$ cat src/rtl/regfile_wr_arbiter.sv
// Shares the register file write port between pipeline writeback (A) and a
// long-latency unit (B). B gets forced priority after waiting STARVE_LIMIT cycles.
module regfile_wr_arbiter #(
    parameter int STARVE_LIMIT = 4,
    parameter int CNT_W        = 4
) (
    input  logic        clk,
    input  logic        clrn,
    input  logic        a_valid,
    output logic        a_ready,
    input  logic [4:0]  a_addr,
    input  logic [31:0] a_data,
    input  logic        b_valid,
    output logic        b_ready,
    input  logic [4:0]  b_addr,
    input  logic [31:0] b_data,
    output logic        rf_we,
    output logic [4:0]  rf_wn,
    output logic [31:0] rf_d,
    input  logic [4:0]  chk_addr,
    output logic        chk_hit,
    output logic        force_b
);

    typedef enum logic {PRIO_A, FORCE_B} state_t;

    typedef struct packed {
        logic [4:0]  addr;
        logic [31:0] data;
    } wr_req_t;

    state_t          state, state_nxt;
    logic [CNT_W-1:0] cnt, cnt_nxt;
    logic            a_xfer, b_xfer, wr_acc;
    wr_req_t         win;

    always_ff @(posedge clk or negedge clrn) begin
        if (!clrn) begin
            state <= PRIO_A;
            cnt   <= '0;
        end else begin
            state <= state_nxt;
            cnt   <= cnt_nxt;
        end
    end

    // Readies depend only on state and a_valid, never on the B inputs.
    always_comb begin
        state_nxt = state;
        a_ready   = 1'b1;
        b_ready   = ~a_valid;
        force_b   = 1'b0;
        if (state == FORCE_B) begin
            a_ready = 1'b0;
            b_ready = 1'b1;
            force_b = 1'b1;
        end
        a_xfer = a_valid & a_ready;
        b_xfer = b_valid & b_ready;

        cnt_nxt = cnt;
        if (b_xfer || !b_valid)
            cnt_nxt = '0;
        else if (cnt != {CNT_W{1'b1}})
            cnt_nxt = cnt + 1'b1;

        case (state)
            PRIO_A: if (b_valid && !b_ready && cnt == CNT_W'(STARVE_LIMIT - 1))
                        state_nxt = FORCE_B;
            // A dropped b_valid also releases the force; nothing is written then.
            FORCE_B: if (b_xfer || !b_valid)
                        state_nxt = PRIO_A;
            default: state_nxt = PRIO_A;
        endcase
    end

    assign wr_acc = a_xfer | b_xfer;
    assign win    = a_xfer ? wr_req_t'{addr: a_addr, data: a_data}
                           : wr_req_t'{addr: b_addr, data: b_data};

    // r0 writes complete the handshake but never raise the enable.
    always_ff @(posedge clk or negedge clrn) begin
        if (!clrn) begin
            rf_we <= 1'b0;
            rf_wn <= '0;
            rf_d  <= '0;
        end else if (wr_acc) begin
            rf_we <= (win.addr != 5'd0);
            rf_wn <= win.addr;
            rf_d  <= win.data;
        end else begin
            rf_we <= 1'b0;
        end
    end

    assign chk_hit = rf_we & (rf_wn == chk_addr) & (chk_addr != 5'd0);

endmodule

$ cat config.mk
export PLATFORM = sky130hd
export DESIGN_NAME = regfile_wr_arbiter
export DESIGN_NICKNAME = d
export VERILOG_FILES = /design/src/rtl/regfile_wr_arbiter.sv
export SDC_FILE = /design/constraint.sdc
export NUM_CORES = 1
export LEC_CHECK = 0
export CAP_MARGIN = 20
export CORE_ASPECT_RATIO = 1.75
export CORE_MARGIN = 2
export CORE_UTILIZATION = 40
export DETAILED_ROUTE_END_ITERATION = 10
export PLACE_DENSITY = 0.92
export SYNTH_ARGS = -nofsm -noshare
export SYNTH_HDL_FRONTEND = slang
export SYNTH_SLANG_ARGS = --single-unit
$ cat constraint.sdc
create_clock -name clk -period 1.8 [get_ports clk]
set_clock_uncertainty 0.1 [all_clocks]
set_input_delay 0.18 -clock clk [delete_from_list [all_inputs] [get_ports clk]]
set_output_delay 0.18 -clock clk [all_outputs]
set_load 0.03 [all_outputs]
Word-level counts from Yosys, hierarchy flattened

Index checks and enable logic that the tools add are counted.

Logic and storage cells: 34
Input bits: 83
Output and inout bits: 42
Register bits: 43

Equal/unequal tests: 3
$add $sub $neg: 1
Muxes and demuxes: 10
Bitwise logic cells: 7
Reduce and logical (&&, ||, !) cells: 8

Operators by type and width:

| operator              | number |
|---|---|
| $mux W37              | 1 |
| $reduce_bool A5 Y1    | 2 |
| $mux W4               | 2 |
| $mux W1               | 6 |
| $eq A5 B5 Y1          | 1 |
| $add A4 B1 Y4 const B | 1 |
| $and A1 B1 Y1         | 4 |
| $eq A4 B2 Y1 const B  | 1 |
| $ne A4 B4 Y1 const B  | 1 |
| $logic_and A1 B1 Y1   | 2 |
| $logic_not A1 Y1      | 2 |
| $not A1 Y1            | 2 |
| $pmux W1 S2           | 1 |
| $reduce_bool A2 Y1    | 1 |
| $logic_or A1 B1 Y1    | 1 |
| $or A1 B1 Y1          | 1 |

Longest topological paths before layout

Gate-level depths: netlist of the first run.

Depth after elaboration: 7
Gate-level depth with buffers: 6
Gate-level depth less buffers: 4

Worst setup path before layout of the first run

OpenSTA, ideal clock, no wires.

Path type: register to output
Start point: reg rf_wn[4]
End point: out chk_hit
Data required time: 1.520 ns
Path buffers: 0
Slack: 0.244 ns
Cell stages (with the launch flop): 4
Data arrival time: 1.276 ns
Path through: dfrtp_1 > or2_2 > o21ai_0 > and4_1

Word-level cells in the longest chain between the ends: 3

RTL lines:

| item                       | line | text |
|---|---|---|
| start, declared            | 18   | `output logic [4:0] rf_wn,` |
| start signal, assigned     | 89   | `rf_wn <= win.addr;` |
| $eq A5 B5 Y1               | 96   | `assign chk_hit = rf_we & (rf_wn == chk_addr) & (chk_addr != 5'd0);` |
| $and A1 B1 Y1 (2 in a row) | 96   |  |
| end, declared              | 21   | `output logic chk_hit,` |

No other way between the ends.

Worst setup path after layout of the first run

Start point: reg rf_wn[3]
End point: out rf_wn[3]

No word-level cell between the ends.

==> summary.md, run 1 <==
| Metric | Value |
|---|---|
| Synth unique cells | `26` |
| Reg2Reg Launch Point | `state` |
| Sequential area share after synthesis | `51.9%` |
| ANT cells | `0` |
| H-tree levels | `2` |
| Worst reg2reg path depth | `4` |
| Static Leak | `0.00153 µW` |
| Pint | `1700 µW` |
| Combinational Power Share | `30.7%` |
| Core ar. | `4980 µm²` |
| Post-synthesis register bit count | `43` |
| Run status | `completed` |
| Internal reg-to-reg setup slack | `0.47 ns` |
| Number of CTS-inserted buffers | `5` |
| Post-placement cell area | `3350 µm²` |
| Critical path class | `reg2out` |
| Cells after Synth | `201` |
| Die height | `99.3 µm` |
| Vias in the first global route | `2115` |
| Worst path cell trace | `clkdlybuf4s50_1` |
| # setup viols final | `0` |
| Reg2reg end | `cnt[3]` |
| Initial core utilization | `41.7%` |
| Final hold violation count | `0` |
| Io pins | `125` |
| Slew headroom | `62.1%` |
| Tot GR Track Use | `22.0%` |
| Worst-path clk slew | `0.09 ns` |
| GP Congestion | `0.811` |
| Clock Tree Buf Depth | `2` |
| Synth top area cells | `dfrtp_1, mux2i_1, o21ai_0` |
| Crit. End Element | `output port` |
| IO Port Bufs | `124` |
| Hold path cells | `4` |
| Largest net degree at the start of global routing | `44` |
| Slew Limit Fails | `0` |
| Max cap viols | `0` |
| Fin area | `3450 µm²` |
| Routed WL | `6170 µm` |
| Max rail drop VDD | `0.666 mV` |
| Critical path required time | `1.52 ns` |
| Switching Power | `757 µW` |
| Area Growth Syn to Fin | `66.4%` |
| Die ar. | `5800 µm²` |
| Syn. warnings | `0` |
| Initial antenna violation count | `0` |
| Setup crit start kind | `flip-flop` |
| Switching share of power | `30.8%` |
| CTS tree | `yes` |
| Bufs and invs on worst path | `1` |
| Share of cells above drive strength 1 | `6.75%` |
| Fmax | `573 MHz` |
| Sequential power share | `44.7%` |
| WP data arrival | `1.46 ns` |
| HP Start | `b_valid` |
| Clk root buf | `clkbuf_8` |
| Hold Path End | `cnt[3]` |
| Power Density | `713 nW/µm²` |
| CP Max Fanout | `3` |
| Final-stage net count | `409` |
| Number of core rows | `34` |
| Mapped Area | `2070 µm²` |
| Tmin final | `1.74 ns` |
| Top delay family on crit path | `buffers and inverters` |
| GRT Residual Overflow | `0` |
| Least-Margin Pin Slew | `0.568 ns` |
| Syn_nets | `285` |
| DRT iter0 DRCs | `62` |
| Worst-Skew Late Latency | `0.29 ns` |
| Clk sinks | `43` |
| DR WL/cell | `16.2 µm` |
| Detailed Routing Iterations Pass 1 | `4` |
| Period utilization | `96.9%` |
| HP Class | `in2reg` |
| Vias | `1972` |
| Top cell type by total area after synthesis | `dfrtp_1` |
| Final ANT Viol Nets | `0` |
| HPWL after DPL | `4640 µm` |
| Yosys top cell area share | `51.9%` |
| DR vias/cell | `5.19` |
| Wire length of the first global-routing pass | `9840 µm` |
| Die Wd | `58.4 µm` |
| CP max stage cell | `clkdlybuf4s50_1` |
| Largest stage delay, worst path | `0.75 ns` |
| Tot Pwr | `2460 µW` |
| Synth Area per Inst | `10.3 µm²` |
| Clock power frac | `24.6%` |
| Detailed-route DRC error count | `0` |
## timing repair
item	CTS	global route
hold endpoints to repair	43	0
endpoints found under the setup margin	0	1
hold buffers	1	0
buffers inserted	0	1
gates resized for setup	0	1
## power groups by stage
stage	Sequential (µW)	Combinational (µW)	Clock, µW
after CTS	1100	759	624
after global routing	1110	807	658
after global placement	1110	738	0
after floorplan	1280	177	0
after detailed placement	1120	755	0
final	1100	757	604
## per-layer routing
layer,track usage [%],share of wire [%],vias up
met5,0,0,-
met4,10.7,3.7,0
met3,4.68,5.6,15
met2,40.4,55,72
met1,22.6,36,943
li1,-,-,942
## kinds of logic after synthesis
family,count (synthesis),synth area share (%)
xor gates and xnor gates,5,2.11
adders and majority gates,1,0.603
and+or+nand+nor,54,11.8
AOI/OAI and AO/OA,43,10.6
buffers and inverters,17,4.76
DFF,43,51.9
muxes,38,18.3
## worst max-delay path by stage
stage / startpoint / to / slack, ns / cells after the start
3_5_place_dp: chk_addr[0] / chk_hit / 0.11 / 5
6_report: rf_wn[3] / rf_wn[3] / 0.06 / 1
4_1_cts: rf_wn[4] / chk_hit / 0.03 / 4
5_1_grt: rf_wn[4] / chk_hit / -0.002 / 4
3_3_place_gp: chk_addr[0] / chk_hit / 0.15 / 5
2_1_floorplan: rf_wn[4] / chk_hit / 0.24 / 3
## sequential cells by signal, indices dropped and copies added, names as in the netlist
register  count
state         1
rf_d         32
rf_wn         5
rf_we         1
cnt           4
## stage by stage
step	utilization, %	hold slack (ns)	setup slack [ns]	setup TNS (ns)	std cells
after floorplan	-	-0.216	0.244	0	201
after global placement	67.3	0.188	0.150	0	370
after detailed placement	67.3	0.200	0.112	0	370
after CTS	69.2	0.300	0.0266	0	379
after global routing	69.4	0.337	-0.00163	-0.00163	380
final	69.4	0.301	0.0555	0	380
## synthesized netlist by cell type
library cell and n:
nor4b_2 1, buf_6 1, mux2i_1 38, nand3_1 2, dfrtp_1 43, nor2b_1 1
and3_1 1, buf_2 4, xnor2_1 2, or2_2 1, nand2_1 38, inv_1 3
o21ai_0 38, nand2_2 1, and4_1 1, nor3_1 2, o311ai_0 1, o21ai_1 3
buf_4 6, xor2_1 3, nor2_1 3, clkbuf_1 3, a21oi_1 1, or4_1 2
ha_1 1, nor4_1 1
## cell type report
| cell class | instances | area (µm²) |
|---|---|---|
| clock inverter | 3 | 15.0 |
| multi-input combinational | 141 | 907 |
| sequential | 43 | 1080 |
| tap | 54 | 67.6 |
| timing repair buffer | 131 | 1310 |
| clock buffer | 5 | 68.8 |
| inverter | 3 | 11.3 |
| fill | 395 | 1530 |
## cell usage in the layout (no fill, tap or decap), types with 2 or more instances in the layout
| cell | instances |
|---|---|
| buf_12 | 2 |
| buf_2 | 2 |
| buf_4 | 6 |
| clkbuf_8 | 5 |
| clkdlybuf4s50_1 | 120 |
| clkinv_2 | 3 |
| dfrtp_1 | 43 |
| inv_1 | 3 |
| mux2i_1 | 38 |
| nand2_1 | 38 |
| nand3_1 | 2 |
| nor2_1 | 3 |
| nor3_1 | 2 |
| o21ai_0 | 37 |
| o21ai_1 | 4 |
| or4_1 | 2 |
| xnor2_1 | 2 |
| xor2_1 | 3 |
No activity file was read; power rests on OpenSTA's default activity.
==> run 2: changes to the inputs <==
--- a/config.mk
+++ b/config.mk
@@ -8,9 +8,9 @@
 export CAP_MARGIN = 20
 export CORE_ASPECT_RATIO = 1.75
 export CORE_MARGIN = 2
-export CORE_UTILIZATION = 40
+export CORE_UTILIZATION = 30
 export DETAILED_ROUTE_END_ITERATION = 10
-export PLACE_DENSITY = 0.92
+export PLACE_DENSITY = 0.74
 export SYNTH_ARGS = -nofsm -noshare
 export SYNTH_HDL_FRONTEND = slang
 export SYNTH_SLANG_ARGS = --single-unit
==> run 2 against run 1 <==
Net effect: total power up 11%; sequential share of layout area down 0.96 points; utilization fell by 17 points; wire length decreased by 5.9%.
==> summary.md, run 2 (synthesis gave the netlist of run 1 again) <==
| Metric | Value |
|---|---|
| Run status | `completed` |
| Clock power frac | `32.1% (+7.5 points)` |
| Power Density | `766 nW/µm² (+7.4%)` |
| DP Cell Count | `400 (+8.1%)` |
| CP max stage cell | `dfrtp_1` |
| # setup viols final | `0 (unchanged)` |
| Period utilization | `95.4% (-1.5 points)` |
| Top delay family on crit path | `simple AND/OR/NAND/NOR gates` |
| H-tree levels | `2 (unchanged)` |
| IO Port Bufs | `124 (unchanged)` |
| Post-placement cell area | `3400 µm² (+1.5%)` |
| HPWL after DPL | `4480 µm (-3.6%)` |
| Bufs and invs on worst path | `1 (unchanged)` |
| Io pins | `125 (unchanged)` |
| DR vias/cell | `4.64 (-11%)` |
| Most frequent cells in the layout | `clkdlybuf4s50_1, dfrtp_1, nand2_1, o21ai_0, mux2i_1` |
| Vias in the first global route | `2056 (-2.8%)` |
| Die height | `114 µm (+15%)` |
| Initial antenna violation count | `0 (unchanged)` |
| Sequential power share | `40.3% (-4.4 points)` |
| Number of core rows | `40 (+18%)` |
| Area Growth Syn to Fin | `71.7%` |
| Die Wd | `66.9 µm (+14%)` |
| Combinational Power Share | `27.6% (-3.1 points)` |
| Final-stage net count | `409 (unchanged)` |
| Worst path cell trace | `or2_2 -> o21ai_0 -> and4_1 -> buf_4` |
| Clk sinks | `43 (unchanged)` |
| Final core occ | `52.3% (-17 points)` |
| Core ar. | `6810 µm² (+37%)` |
| Largest register FFs | `32 (unchanged)` |
| Number of CTS-inserted buffers | `5 (unchanged)` |
| DRT iter0 DRCs | `50 (-19%)` |
| Crit. End Element | `output port` |
| Fin area | `3560 µm² (+3.2%)` |
| Detailed-route DRC error count | `0 (unchanged)` |
| Slew headroom | `76.0% (+14 points)` |
| Least-Margin Pin Slew | `0.359 ns (-0.209 ns)` |
| Setup crit start kind | `flip-flop` |
| Wire length of the first global-routing pass | `9340 µm (-5.1%)` |
| Die ar. | `7620 µm² (+31%)` |
| Commonest non-fill, non-tap cell in the layout | `clkdlybuf4s50_1` |
| Worst-path clk slew | `0.06 ns (-0.03 ns)` |
| Static Leak | `0.00156 µW (+1.9%)` |
| Critical path required time | `1.52 ns (about the same)` |
| Worst-Skew Late Latency | `0.27 ns (-0.02 ns)` |
| Switching share of power | `27.3% (-3.5 points)` |
| Vias | `1896 (-3.9%)` |
| Clock Tree Buf Depth | `2 (unchanged)` |
| Final Non-Filler Cells | `409 (+7.6%)` |
| HP Class | `in2async` |
| CP Max Fanout | `4 (+1)` |
| Critical path class | `reg2out` |
| Max rail drop VDD | `0.537 mV (-19%)` |
| Max cap viols | `0 (unchanged)` |
| Largest net degree at the start of global routing | `41 (-6.8%)` |
| Tmin final | `1.72 ns (-0.0272 ns)` |
| CTS tree | `yes` |
| Tot GR Track Use | `15.8% (-6.2 points)` |
| Routed WL | `5800 µm (-5.9%)` |
| Clk root buf | `clkbuf_16` |
| Largest stage delay, worst path | `0.41 ns (-0.34 ns)` |
| Final ANT Viol Nets | `0 (unchanged)` |
| Fmax | `582 MHz (+1.6%)` |
| Largest Register | `rf_d` |
| Largest regs | `rf_d (32), rf_wn (5), cnt (4)` |
| Initial core utilization | `30.5% (-11 points)` |
| GRT Residual Overflow | `0 (unchanged)` |
| GP Congestion | `0.750 (-7.5%)` |
| Switching Power | `743 µW (-1.8%)` |
| WP data arrival | `1.44 ns (-0.02 ns)` |
| Slew Limit Fails | `0 (unchanged)` |
| Share of cells above drive strength 1 | `6.46% (-0.29 points)` |
| Detailed Routing Iterations Pass 1 | `4 (unchanged)` |
| ANT cells | `0 (unchanged)` |
| Pint | `1980 µW (+16%)` |
| Final hold violation count | `0 (unchanged)` |
| DR WL/cell | `14.2 µm (-13%)` |
==> run 2: changes by cell type in the layout (fill, tap and decap cells not counted), sizes merged <==
| cell | previous run | this run |
|---|---|---|
| clkinv | 3 | 1 |
| clkbuf | 5 | 6 |
==> run 2: power groups by stage <==
stage / Combinational [µW] / Clock, µW / Sequential (µW)
after floorplan: 177 / 0 / 1280
after global placement: 748 / 0 / 1110
after detailed placement: 757 / 0 / 1120
after CTS: 761 / 913 / 1100
after global routing: 810 / 961 / 1110
final: 754 / 874 / 1100
==> run 2: what timing repair did <==
| item | 4_1_cts | 5_1_grt |
|---|---|---|
| buffers inserted | 0 | 1 |
| endpoints found under the setup margin | 0 | 1 |
| hold endpoints to repair | 11 | 0 |
| resized for setup | 0 | 0 |
| hold buffers | 1 | 0 |
==> run 2: metal layers <==
| layer | GRT usage (%) | share of wire [%] | wire [µm] |
|---|---|---|---|
| met3 | 3.94 | 7.0 | 404 |
| met2 | 29.7 | 56 | 3240 |
| met1 | 16.8 | 36 | 2070 |
| met4 | 4.76 | 1.6 | 93 |
| met5 | 0 | 0 | 0 |
==> run 2: layout make-up <==
cell class,count,area (µm²)
inverter,3,11.3
multi-input combinational,141,907
clock inverter,1,5.00
tap,84,105
sequential,43,1080
timing repair buffer,131,1320
fill,630,3240
clock buffer,6,139
==> run 2: path summary, 6_finish.rpt <==
kind / start / slack (ns) / to / cells after the start
setup / recovery: rf_wn[4] / 0.08 / chk_hit / 4
hold / removal: clrn / 0.23 / rf_d[7] / 2
setup reg to reg: cnt[0] / 0.50 / cnt[3] / 3
hold reg to reg: cnt[3] / 0.39 / state / 1
max in group asynchronous: clrn / 0.91 / cnt[2] / 3
min in group clk: b_valid / 0.34 / cnt[3] / 4
==> run 2: stage by stage <==
step / total power, µW / setup WS, ns / hold slack, ns / setup TNS, ns
floorplan: 1450 / 0.244 / -0.216 / 0
global placement: 1860 / 0.154 / -0.0114 / 0
detailed placement: 1870 / 0.152 / -0.0153 / 0
CTS: 2770 / 0.0657 / 0.240 / 0
global route: 2880 / -0.00389 / 0.251 / -0.00389
finish: 2730 / 0.0828 / 0.226 / 0
